$ cat config.mk
export PLATFORM = sky130hd
export DESIGN_NAME = alu8_seq
export DESIGN_NICKNAME = d
export VERILOG_FILES = /design/src/rtl/alu8_seq_pkg.sv /design/src/rtl/alu8_seq_decode.sv /design/src/rtl/alu8_seq.sv
export SDC_FILE = /design/constraint.sdc
export NUM_CORES = 1
export LEC_CHECK = 0
export CAP_MARGIN = 5
export CORE_AREA = 2 2 80 82
export CTS_CLUSTER_SIZE = 40
export DETAILED_ROUTE_END_ITERATION = 6
export DIE_AREA = 0 0 82 84
export PLACE_DENSITY = 0.78
export SKIP_LAST_GASP = 1
export SLEW_MARGIN = 20
export SYNTH_ARGS = -nofsm -noshare
export SYNTH_HDL_FRONTEND = slang
export SYNTH_SLANG_ARGS = --single-unit
$ cat constraint.sdc
create_clock -name clk -period 1.9 [get_ports clk]
set_input_delay 0.285 -clock clk [delete_from_list [all_inputs] [get_ports clk]]
set_output_delay 0.285 -clock clk [all_outputs]
set_load 0.02 [all_outputs]
$ cat src/rtl/alu8_seq_pkg.sv
// rtl/alu8_seq_pkg.sv - shared types and encodings for the ALU instruction sequencer
package alu8_seq_pkg;

    typedef enum logic [1:0] {
        S_IDLE = 2'd0,
        S_READ = 2'd1,
        S_EXEC = 2'd2,
        S_WRIT = 2'd3
    } state_t;

    localparam logic [3:0] OP_MOVF  = 4'h0;
    localparam logic [3:0] OP_MOVWF = 4'h1;
    localparam logic [3:0] OP_CLRF  = 4'h2;
    localparam logic [3:0] OP_CLRW  = 4'h3;
    localparam logic [3:0] OP_SWAPF = 4'h4;
    localparam logic [3:0] OP_RLF   = 4'h5;
    localparam logic [3:0] OP_RRF   = 4'h6;
    localparam logic [3:0] OP_IORWF = 4'h7;
    localparam logic [3:0] OP_ANDWF = 4'h8;
    localparam logic [3:0] OP_XORWF = 4'h9;
    localparam logic [3:0] OP_COMF  = 4'hA;
    localparam logic [3:0] OP_ADDWF = 4'hB;
    localparam logic [3:0] OP_SUBWF = 4'hC;
    localparam logic [3:0] OP_INCF  = 4'hD;
    localparam logic [3:0] OP_DECF  = 4'hE;
    localparam logic [3:0] OP_NOP   = 4'hF;

    // ALU output mux
    localparam logic [1:0] OM_PASS  = 2'd0;
    localparam logic [1:0] OM_SHIFT = 2'd1;
    localparam logic [1:0] OM_LOGIC = 2'd2;
    localparam logic [1:0] OM_ADD   = 2'd3;

    // logic unit select
    localparam logic [1:0] LS_IOR = 2'd0;
    localparam logic [1:0] LS_AND = 2'd1;
    localparam logic [1:0] LS_XOR = 2'd2;
    localparam logic [1:0] LS_COM = 2'd3;

    // adder operand select
    localparam logic [1:0] AS_ADD = 2'd0;
    localparam logic [1:0] AS_SUB = 2'd1;
    localparam logic [1:0] AS_INC = 2'd2;
    localparam logic [1:0] AS_DEC = 2'd3;

    typedef struct packed {
        logic       clr;
        logic       swap_n_mov;
        logic       rlf_n_rrf;
        logic       sub;
        logic [1:0] op_mux_l;
        logic [1:0] op_mux_a;
        logic [1:0] out_mux;
    } alu_ctl_t;

endpackage

$ cat src/rtl/alu8_seq_decode.sv
// rtl/alu8_seq_decode.sv - opcode to ALU control and write/flag-enable decode
module alu8_decode
    import alu8_seq_pkg::*;
(
    input  logic [3:0] op,
    input  logic       d,
    output alu_ctl_t   ctl,
    output logic       wr_w,
    output logic       wr_f,
    output logic       upd_c,
    output logic       upd_dc,
    output logic       upd_z
);

    // Default is a pass-through with destination chosen by d and no flag update.
    always_comb begin
        ctl    = '0;
        wr_w   = ~d;
        wr_f   = d;
        upd_c  = 1'b0;
        upd_dc = 1'b0;
        upd_z  = 1'b0;
        case (op)
            OP_MOVF:  upd_z = 1'b1;
            OP_MOVWF: begin wr_w = 1'b0; wr_f = 1'b1; end
            OP_CLRF:  begin ctl.clr = 1'b1; wr_w = 1'b0; wr_f = 1'b1; upd_z = 1'b1; end
            OP_CLRW:  begin ctl.clr = 1'b1; wr_w = 1'b1; wr_f = 1'b0; upd_z = 1'b1; end
            OP_SWAPF: ctl.swap_n_mov = 1'b1;
            OP_RLF:   begin ctl.out_mux = OM_SHIFT; ctl.rlf_n_rrf = 1'b1; upd_c = 1'b1; end
            OP_RRF:   begin ctl.out_mux = OM_SHIFT; upd_c = 1'b1; end
            OP_IORWF: begin ctl.out_mux = OM_LOGIC; ctl.op_mux_l = LS_IOR; upd_z = 1'b1; end
            OP_ANDWF: begin ctl.out_mux = OM_LOGIC; ctl.op_mux_l = LS_AND; upd_z = 1'b1; end
            OP_XORWF: begin ctl.out_mux = OM_LOGIC; ctl.op_mux_l = LS_XOR; upd_z = 1'b1; end
            OP_COMF:  begin ctl.out_mux = OM_LOGIC; ctl.op_mux_l = LS_COM; upd_z = 1'b1; end
            OP_ADDWF: begin
                ctl.out_mux = OM_ADD; ctl.op_mux_a = AS_ADD;
                upd_c = 1'b1; upd_dc = 1'b1; upd_z = 1'b1;
            end
            OP_SUBWF: begin
                ctl.out_mux = OM_ADD; ctl.op_mux_a = AS_SUB; ctl.sub = 1'b1;
                upd_c = 1'b1; upd_dc = 1'b1; upd_z = 1'b1;
            end
            OP_INCF:  begin ctl.out_mux = OM_ADD; ctl.op_mux_a = AS_INC; upd_z = 1'b1; end
            OP_DECF:  begin ctl.out_mux = OM_ADD; ctl.op_mux_a = AS_DEC; ctl.sub = 1'b1; upd_z = 1'b1; end
            default:  begin wr_w = 1'b0; wr_f = 1'b0; end
        endcase
    end

endmodule

$ cat src/rtl/alu8_seq.sv
// rtl/alu8_seq.sv - multi-cycle sequencer driving the 8-bit ALU, owns W and STATUS
module alu8_seq
    import alu8_seq_pkg::*;
#(
    parameter int          ADDR_W = 7,
    parameter logic [7:0]  W_RST  = 8'h00
) (
    input  logic              clk,
    input  logic              rst_n,
    input  logic              cmd_valid,
    output logic              cmd_ready,
    input  logic [3:0]        cmd_op,
    input  logic              cmd_d,
    input  logic [ADDR_W-1:0] cmd_addr,
    output logic [ADDR_W-1:0] f_rd_addr,
    input  logic [7:0]        f_rd_data,
    output logic              f_wr_en,
    output logic [ADDR_W-1:0] f_wr_addr,
    output logic [7:0]        f_wr_data,
    output logic              alu_clr,
    output logic              alu_swap_n_mov,
    output logic              alu_rlf_n_rrf,
    output logic              alu_sub,
    output logic [1:0]        alu_op_mux_l,
    output logic [1:0]        alu_op_mux_a,
    output logic [1:0]        alu_out_mux,
    output logic              alu_c_in,
    output logic [7:0]        alu_op_a1,
    output logic [7:0]        alu_op_b1,
    output logic [7:0]        alu_op_a,
    output logic [7:0]        alu_op_b,
    input  logic [7:0]        alu_out,
    input  logic              alu_c_new,
    input  logic              alu_dc_new,
    input  logic              alu_z_new,
    output logic [7:0]        w_reg,
    output logic              c_flag,
    output logic              dc_flag,
    output logic              z_flag,
    output logic              done
);

    state_t            state, state_nxt;
    logic [3:0]        op_q;
    logic              d_q;
    logic [ADDR_W-1:0] addr_q;
    alu_ctl_t          dec_ctl, ctl_q;
    logic              wr_w, wr_f, upd_c, upd_dc, upd_z;
    logic [7:0]        res_q;
    logic              c_res, dc_res, z_res;

    alu8_decode u_decode (
        .op     (op_q),
        .d      (d_q),
        .ctl    (dec_ctl),
        .wr_w   (wr_w),
        .wr_f   (wr_f),
        .upd_c  (upd_c),
        .upd_dc (upd_dc),
        .upd_z  (upd_z)
    );

    // State register.
    always_ff @(posedge clk or negedge rst_n) begin
        if (!rst_n) state <= S_IDLE;
        else        state <= state_nxt;
    end

    // Next state and per-state strobes; every op walks the full four-state loop.
    always_comb begin
        state_nxt = state;
        cmd_ready = 1'b0;
        done      = 1'b0;
        f_wr_en   = 1'b0;
        case (state)
            S_IDLE: begin
                cmd_ready = 1'b1;
                if (cmd_valid) state_nxt = S_READ;
            end
            S_READ: state_nxt = S_EXEC;
            S_EXEC: state_nxt = S_WRIT;
            S_WRIT: begin
                done      = 1'b1;
                f_wr_en   = wr_f;
                state_nxt = S_IDLE;
            end
            default: state_nxt = S_IDLE;
        endcase
    end

    // Latch the accepted command; it stays stable for the rest of the operation.
    always_ff @(posedge clk or negedge rst_n) begin
        if (!rst_n) begin
            op_q   <= OP_NOP;
            d_q    <= 1'b0;
            addr_q <= '0;
        end else if (cmd_valid && cmd_ready) begin
            op_q   <= cmd_op;
            d_q    <= cmd_d;
            addr_q <= cmd_addr;
        end
    end

    // Register ALU controls during READ so they are settled when operand data arrives in EXEC.
    always_ff @(posedge clk or negedge rst_n) begin
        if (!rst_n)               ctl_q <= '0;
        else if (state == S_READ) ctl_q <= dec_ctl;
    end

    // Capture ALU result and flags at the end of EXEC.
    always_ff @(posedge clk or negedge rst_n) begin
        if (!rst_n) begin
            res_q  <= 8'h00;
            c_res  <= 1'b0;
            dc_res <= 1'b0;
            z_res  <= 1'b0;
        end else if (state == S_EXEC) begin
            res_q  <= alu_out;
            c_res  <= alu_c_new;
            dc_res <= alu_dc_new;
            z_res  <= alu_z_new;
        end
    end

    // Retire: write W and the enabled flags in WRIT.
    always_ff @(posedge clk or negedge rst_n) begin
        if (!rst_n) begin
            w_reg   <= W_RST;
            c_flag  <= 1'b0;
            dc_flag <= 1'b0;
            z_flag  <= 1'b0;
        end else if (state == S_WRIT) begin
            if (wr_w)   w_reg   <= res_q;
            if (upd_c)  c_flag  <= c_res;
            if (upd_dc) dc_flag <= dc_res;
            if (upd_z)  z_flag  <= z_res;
        end
    end

    assign f_rd_addr      = addr_q;
    assign f_wr_addr      = addr_q;
    assign f_wr_data      = res_q;

    assign alu_clr        = ctl_q.clr;
    assign alu_swap_n_mov = ctl_q.swap_n_mov;
    assign alu_rlf_n_rrf  = ctl_q.rlf_n_rrf;
    assign alu_sub        = ctl_q.sub;
    assign alu_op_mux_l   = ctl_q.op_mux_l;
    assign alu_op_mux_a   = ctl_q.op_mux_a;
    assign alu_out_mux    = ctl_q.out_mux;
    assign alu_c_in       = c_flag;

    // MOVWF routes W through the pass path, so only a1 switches source.
    assign alu_op_a1      = (op_q == OP_MOVWF) ? w_reg : f_rd_data;
    assign alu_op_a       = f_rd_data;
    assign alu_op_b1      = w_reg;
    assign alu_op_b       = w_reg;

endmodule

# --- After elaboration in Yosys (flattened, before gate mapping) ---
# Index checks and enable logic that the tools add are counted.
classes:
  n_eq_ne: 18
  mux: 18
  bitwise: 1
  n_reduce_logical: 17
ops:
  columns: ["operator", "count"]
  rows:
  - ["equality test 4 bit, second input constant", 7]
  - ["one-hot mux 2 bit (3 select lines)", 3]
  - ["equality test 4 x 3 -> 1 bit, second input constant", 4]
  - ["OR reduction 12 bit", 1]
  - ["OR reduction 4 bit", 3]
  - ["OR reduction 11 bit", 1]
  - ["2-to-1 mux 1 bit", 10]
  - ["OR reduction 2 bit", 5]
  - ["equality test 4 x 2 -> 1 bit, second input constant", 2]
  - ["2-to-1 mux 8 bit", 1]
  - ["one-hot mux 2 bit (4 select lines)", 1]
  - ["AND reduction 2 bit", 4]
  - ["equality test 2 bit, second input constant", 2]
  - ["equality test 4 x 1 -> 1 bit, second input constant", 1]
  - ["logical NOT 4 bit", 1]
  - ["one-hot mux 1 bit (2 select lines)", 2]
  - ["equality test 2 x 1 -> 1 bit, second input constant", 1]
  - ["logical NOT 2 bit", 1]
  - ["2-to-1 mux 2 bit", 1]
  - ["!= test 2 bit, second input constant", 1]
  - ["logical AND 1 bit", 1]
  - ["inverter 1 bit", 1]
totals:
  register_bits: 46
  out_inout_bits: 79
  wordCells: 73

# --- Logic depth before layout (Yosys ltp) ---
depth:
  ltp_word: 4
  ltp_mapped: 6
  ltp_nobuf: 5

# --- Modules after synthesis ---
# From an unflattened synthesis, not the netlist that was laid out.
unflattened:
  hier_cells: 188
  hier_area_um2: 2383.5
modules_own_cells:
  columns: ["module", "n_inst", "cells_each", "area_per_inst_um2", "seq_area_each_um2"]
  rows:
  - ["alu8_seq", 1, 151, 2133.3, 1156.1]
  - ["alu8_decode", 1, 37, 250.2, 0.0]

# --- Least setup slack after synthesis ---
# OpenSTA, ideal clock, no wires.
synth_path:
  kind: "reg-to-output"
  start: "reg op_q[0]"
  end: "out alu_op_a1[0]"
  arrival_time_ns: 1.463
  required_time_ns: 1.615
  slack_ns: 0.152
  stages_incl_launch_ff: 5
  n_path_buf: 1
  cell_sequence: "dfstp_2 -> buf_6 -> inv_1 -> nor4_4 -> mux2_2"
synth_via:
  elab_chain_cells: 2
synth_lines:
  columns: ["element", "line_no", "source"]
  rows:
  - ["start, declared", "alu8_seq.sv:44", "logic [3:0] op_q;"]
  - ["start signal, assigned", "alu8_seq.sv:98", "op_q <= cmd_op;"]
  - ["equality test 4 x 1 -> 1 bit", "alu8_seq.sv:154", "assign alu_op_a1 = (op_q == OP_MOVWF) ? w_reg : f_rd_data;"]
  - ["2-to-1 mux 8 bit", "alu8_seq.sv:154", null]
  - ["end, declared", "alu8_seq.sv:28", "output logic [7:0] alu_op_a1,"]
# No other way between the ends.

# --- Final worst setup path ---
layout_path:
  start: "reg op_q[0]"
  end: "out alu_op_a1[2]"
# Same word-level chain as after synthesis.

==> impl_results.md <==
- DIE WIDTH: 82 um
- Total gr overflow: 0
- HP Class: primary input to asynchronous set/reset pin
- CP arrival: 1710 ps
- Fin crit share: 105%
- Reg area: 1130 um^2
- Fill cell count: 523
- Clock Path Buffers: 2
- Port bufs: 112
- Worst EP required: 1620 ps
- Final Instance Area: 3580 um^2
- Dpl cell area: 3410 um^2
- Routed WL per cell: 14.1 um
- Met1 GRT Util: 19.0%
- RD Place Congestion: 0.814
- GRT Max-Usage Layer: met2
- VDD IR max: 0.967 mV
- Core Area: 6100 um^2
- PwrDens: 1900 nW/um^2
- Synth cell types: 36
- Status: finished with violations
- Worst clock skew: 7.51 ps
- Fmax: 502 MHz
- CTS tree: yes
- Setup violators final: 8
- Routed Wire Length: 5230 um
- Final Critical Period: 1990 ps
- Final Hold Violating Endpoints: 0
- Synthesized flop and latch total: 45
- Ranking of synthesized cells by area: dfrtp_1 43%, mux2_2 19%, buf_4 11%
- Via density: 4.67
- Synth top area share: 43.3%
- Post-synth EDFFs: 0
- Largest net degree at the start of global routing: 22
- CP Max Fanout: 8
- Crit path kind: flip-flop to output port
- Mapped Cells: 198
- Vias in the first global route: 1,646
- Slew Limit Fails: 0
- Vias: 1,736
- First-pass detailed-route iteration total: 3
- Leading area contributor after synthesis: dfrtp_1
- Cell Rows: 29
- CTS HTree Levels: 2
- Initial antenna violation count: 0
- Worst Max-Slew Pin Slew: 440 ps
- Clock transition at path regs: 80 ps
- Post-layout util: 58.7%
- Max_cap viols: 0
- Nets: 332
- Max-slew headroom: 70.6%
- Starting Density: 38.9%
- Post-DP HPWL: 3930 um
- All-Layer GR Usage: 15.4%
- CTS Buf Count: 5
- R2r startpoint: op_q[0]$_DFFE_PN1P_
- CP startpoint kind: flip-flop
- Synthesized Nets: 236
- Area Growth Syn to Fin: 50.9%
- Die height: 84 um
- RSZ-0062 raised after global routing: yes
- Worst Setup SP: op_q[0]$_DFFE_PN1P_
- First-pass GRT wire length: 8160 um
- M3 GR Usage: 4.22%
- GR Layer Usage met2: 25.9%
- Die area: 6890 um^2
- Clk Latency, worst-skew pair: 290 ps
- DP Worst Slack: -206 ps
- Syn_area_per_cell: 12.0 um^2
- Top cells by count, synth: 41 x dfrtp_1, 39 x mux2_2, 34 x buf_4
- Most frequent cell after synthesis: dfrtp_1
- Endpoint class of the critical path: output port
- Fraction of layout cells with a size suffix above 1: 30.5%
- Failing checks: negative setup slack
- Io pins: 113
- Inserted Diodes: 0
- Initial drt markers: 42
- Async SR Flop Fraction: 100%
- Antenna Violating Nets Remaining: 0
- Leakage: 1.52 nW
- CTS root buf: clkbuf_8
- Final Worst Setup Slack: -90.2 ps
- Sequential area share after synthesis: 47.7%
- Area occupied by multi-input gates: 908 um^2
- Post-Syn Area: 2370 um^2
- Synth Warn #: 0
- Sink Count: 45
- DR DRC count: 0
- Prevailing post-synth register cell: dfrtp_1
metal layers:
metal / part of all wire [%] / up-vias
li1: - / 836
met4: 1.4 / 0
met5: 0 / -
met1: 41 / 829
met2: 51 / 63
met3: 6.6 / 8
layout by cell type (no fill, tap or decap), types with 2 or more instances in the layout:
cell,instances
clkdlybuf4s50_1,100
dfrtp_1,41
mux2_2,31
buf_4,19
inv_1,12
mux2_4,10
buf_6,8
nor2_1,6
a21oi_1,6
nand2_1,5
nand3_1,5
clkbuf_8,5
o21ai_0,4
ha_1,4
dfstp_2,4
o22ai_1,3
o32ai_1,2
xnor2_1,2
and2b_2,2
o211ai_2,2
dlygate4sd2_1,2
kinds of logic (layout without fill, tap and decap cells):
family          Yosys count  after routing  synth area share (%)
compound gates           23             23                  6.65
xor+xnor                  2              2                 0.739
fa+ha+maj                 4              4                  2.11
buf+inv                  56            153                  15.2
flops                    45             45                  47.7
mux                      43             43                  20.7
simple gates             25             25                  6.86
final timing paths:
kind,cells after the start,endpoint,slack (ps)
hold / removal,2,f_rd_addr[3]$_DFFE_PN0P_,460
min in group clk,1,alu_c_in$_DFFE_PN0P_,510
setup reg to reg,5,alu_op_b[4]$_DFFE_PN0P_,60
setup / recovery,5,alu_op_a1[2],-90
hold reg to reg,1,alu_c_in$_DFFE_PN0P_,510
max in group asynchronous,3,alu_out_mux[0]$_DFFE_PN0N_,900
worst max-delay path, stage by stage (launching register included):
cell     delay (ps)
dfstp_2         540
inv_2            50
nor4_4          190
buf_12          190
mux2_4          310
buf_6           130
report_power, final:
group / internal, mW / switching, mW / total [mW] / leakage (nW)
Sequential: 1.47 / 0.384 / 1.86 / 0.539
Combinational: 2.21 / 2.04 / 4.26 / 0.927
Clock: 0.390 / 0.308 / 0.698 / 0.0552
timing repair:
action                     in CTS  in global routing
setup buffers                   1                  1
gates resized for setup        63                  2
setup endpoints to repair      11                  9
pin swaps                       1                  1
hold buffers                    1                  0
hold endpoints to repair       15                  0
cloned                          0                  0
through the flow:
stage,std cells,hold WS [ps],TNS (ps),total power [mW]
3_5_place_dp,361,262,-1680,6.09
4_1_cts,371,474,-1900,6.86
5_1_grt,372,518,-1190,7.22
6_report,372,464,-669,6.81
2_1_floorplan,198,-10.6,0,4.52
3_3_place_gp,361,260,-1430,5.99
cell type report:
type	count	area share [%]
Clock inverter	2	0.979
Sequential cell	45	31.6
Timing Repair Buffer	132	35.9
Inverter	13	1.36
Tap cell	77	2.69
Clock buffer	6	2.03
Multi-Input combinational cell	97	25.4
sequential cells by signal, indices dropped and copies added, names as in the netlist:
register / cells
z_flag: 1
c_res: 1
alu_c_in: 1
dc_res: 1
alu_op_mux_l: 2
f_wr_data: 8
z_res: 1
alu_out_mux: 2
f_rd_addr: 7
op_q: 4
state: 2
alu_clr: 1
alu_swap_n_mov: 1
alu_op_b: 8
d_q: 1
alu_rlf_n_rrf: 1
alu_op_mux_a: 2
dc_flag: 1
Power figures use the tool's default switching activity.
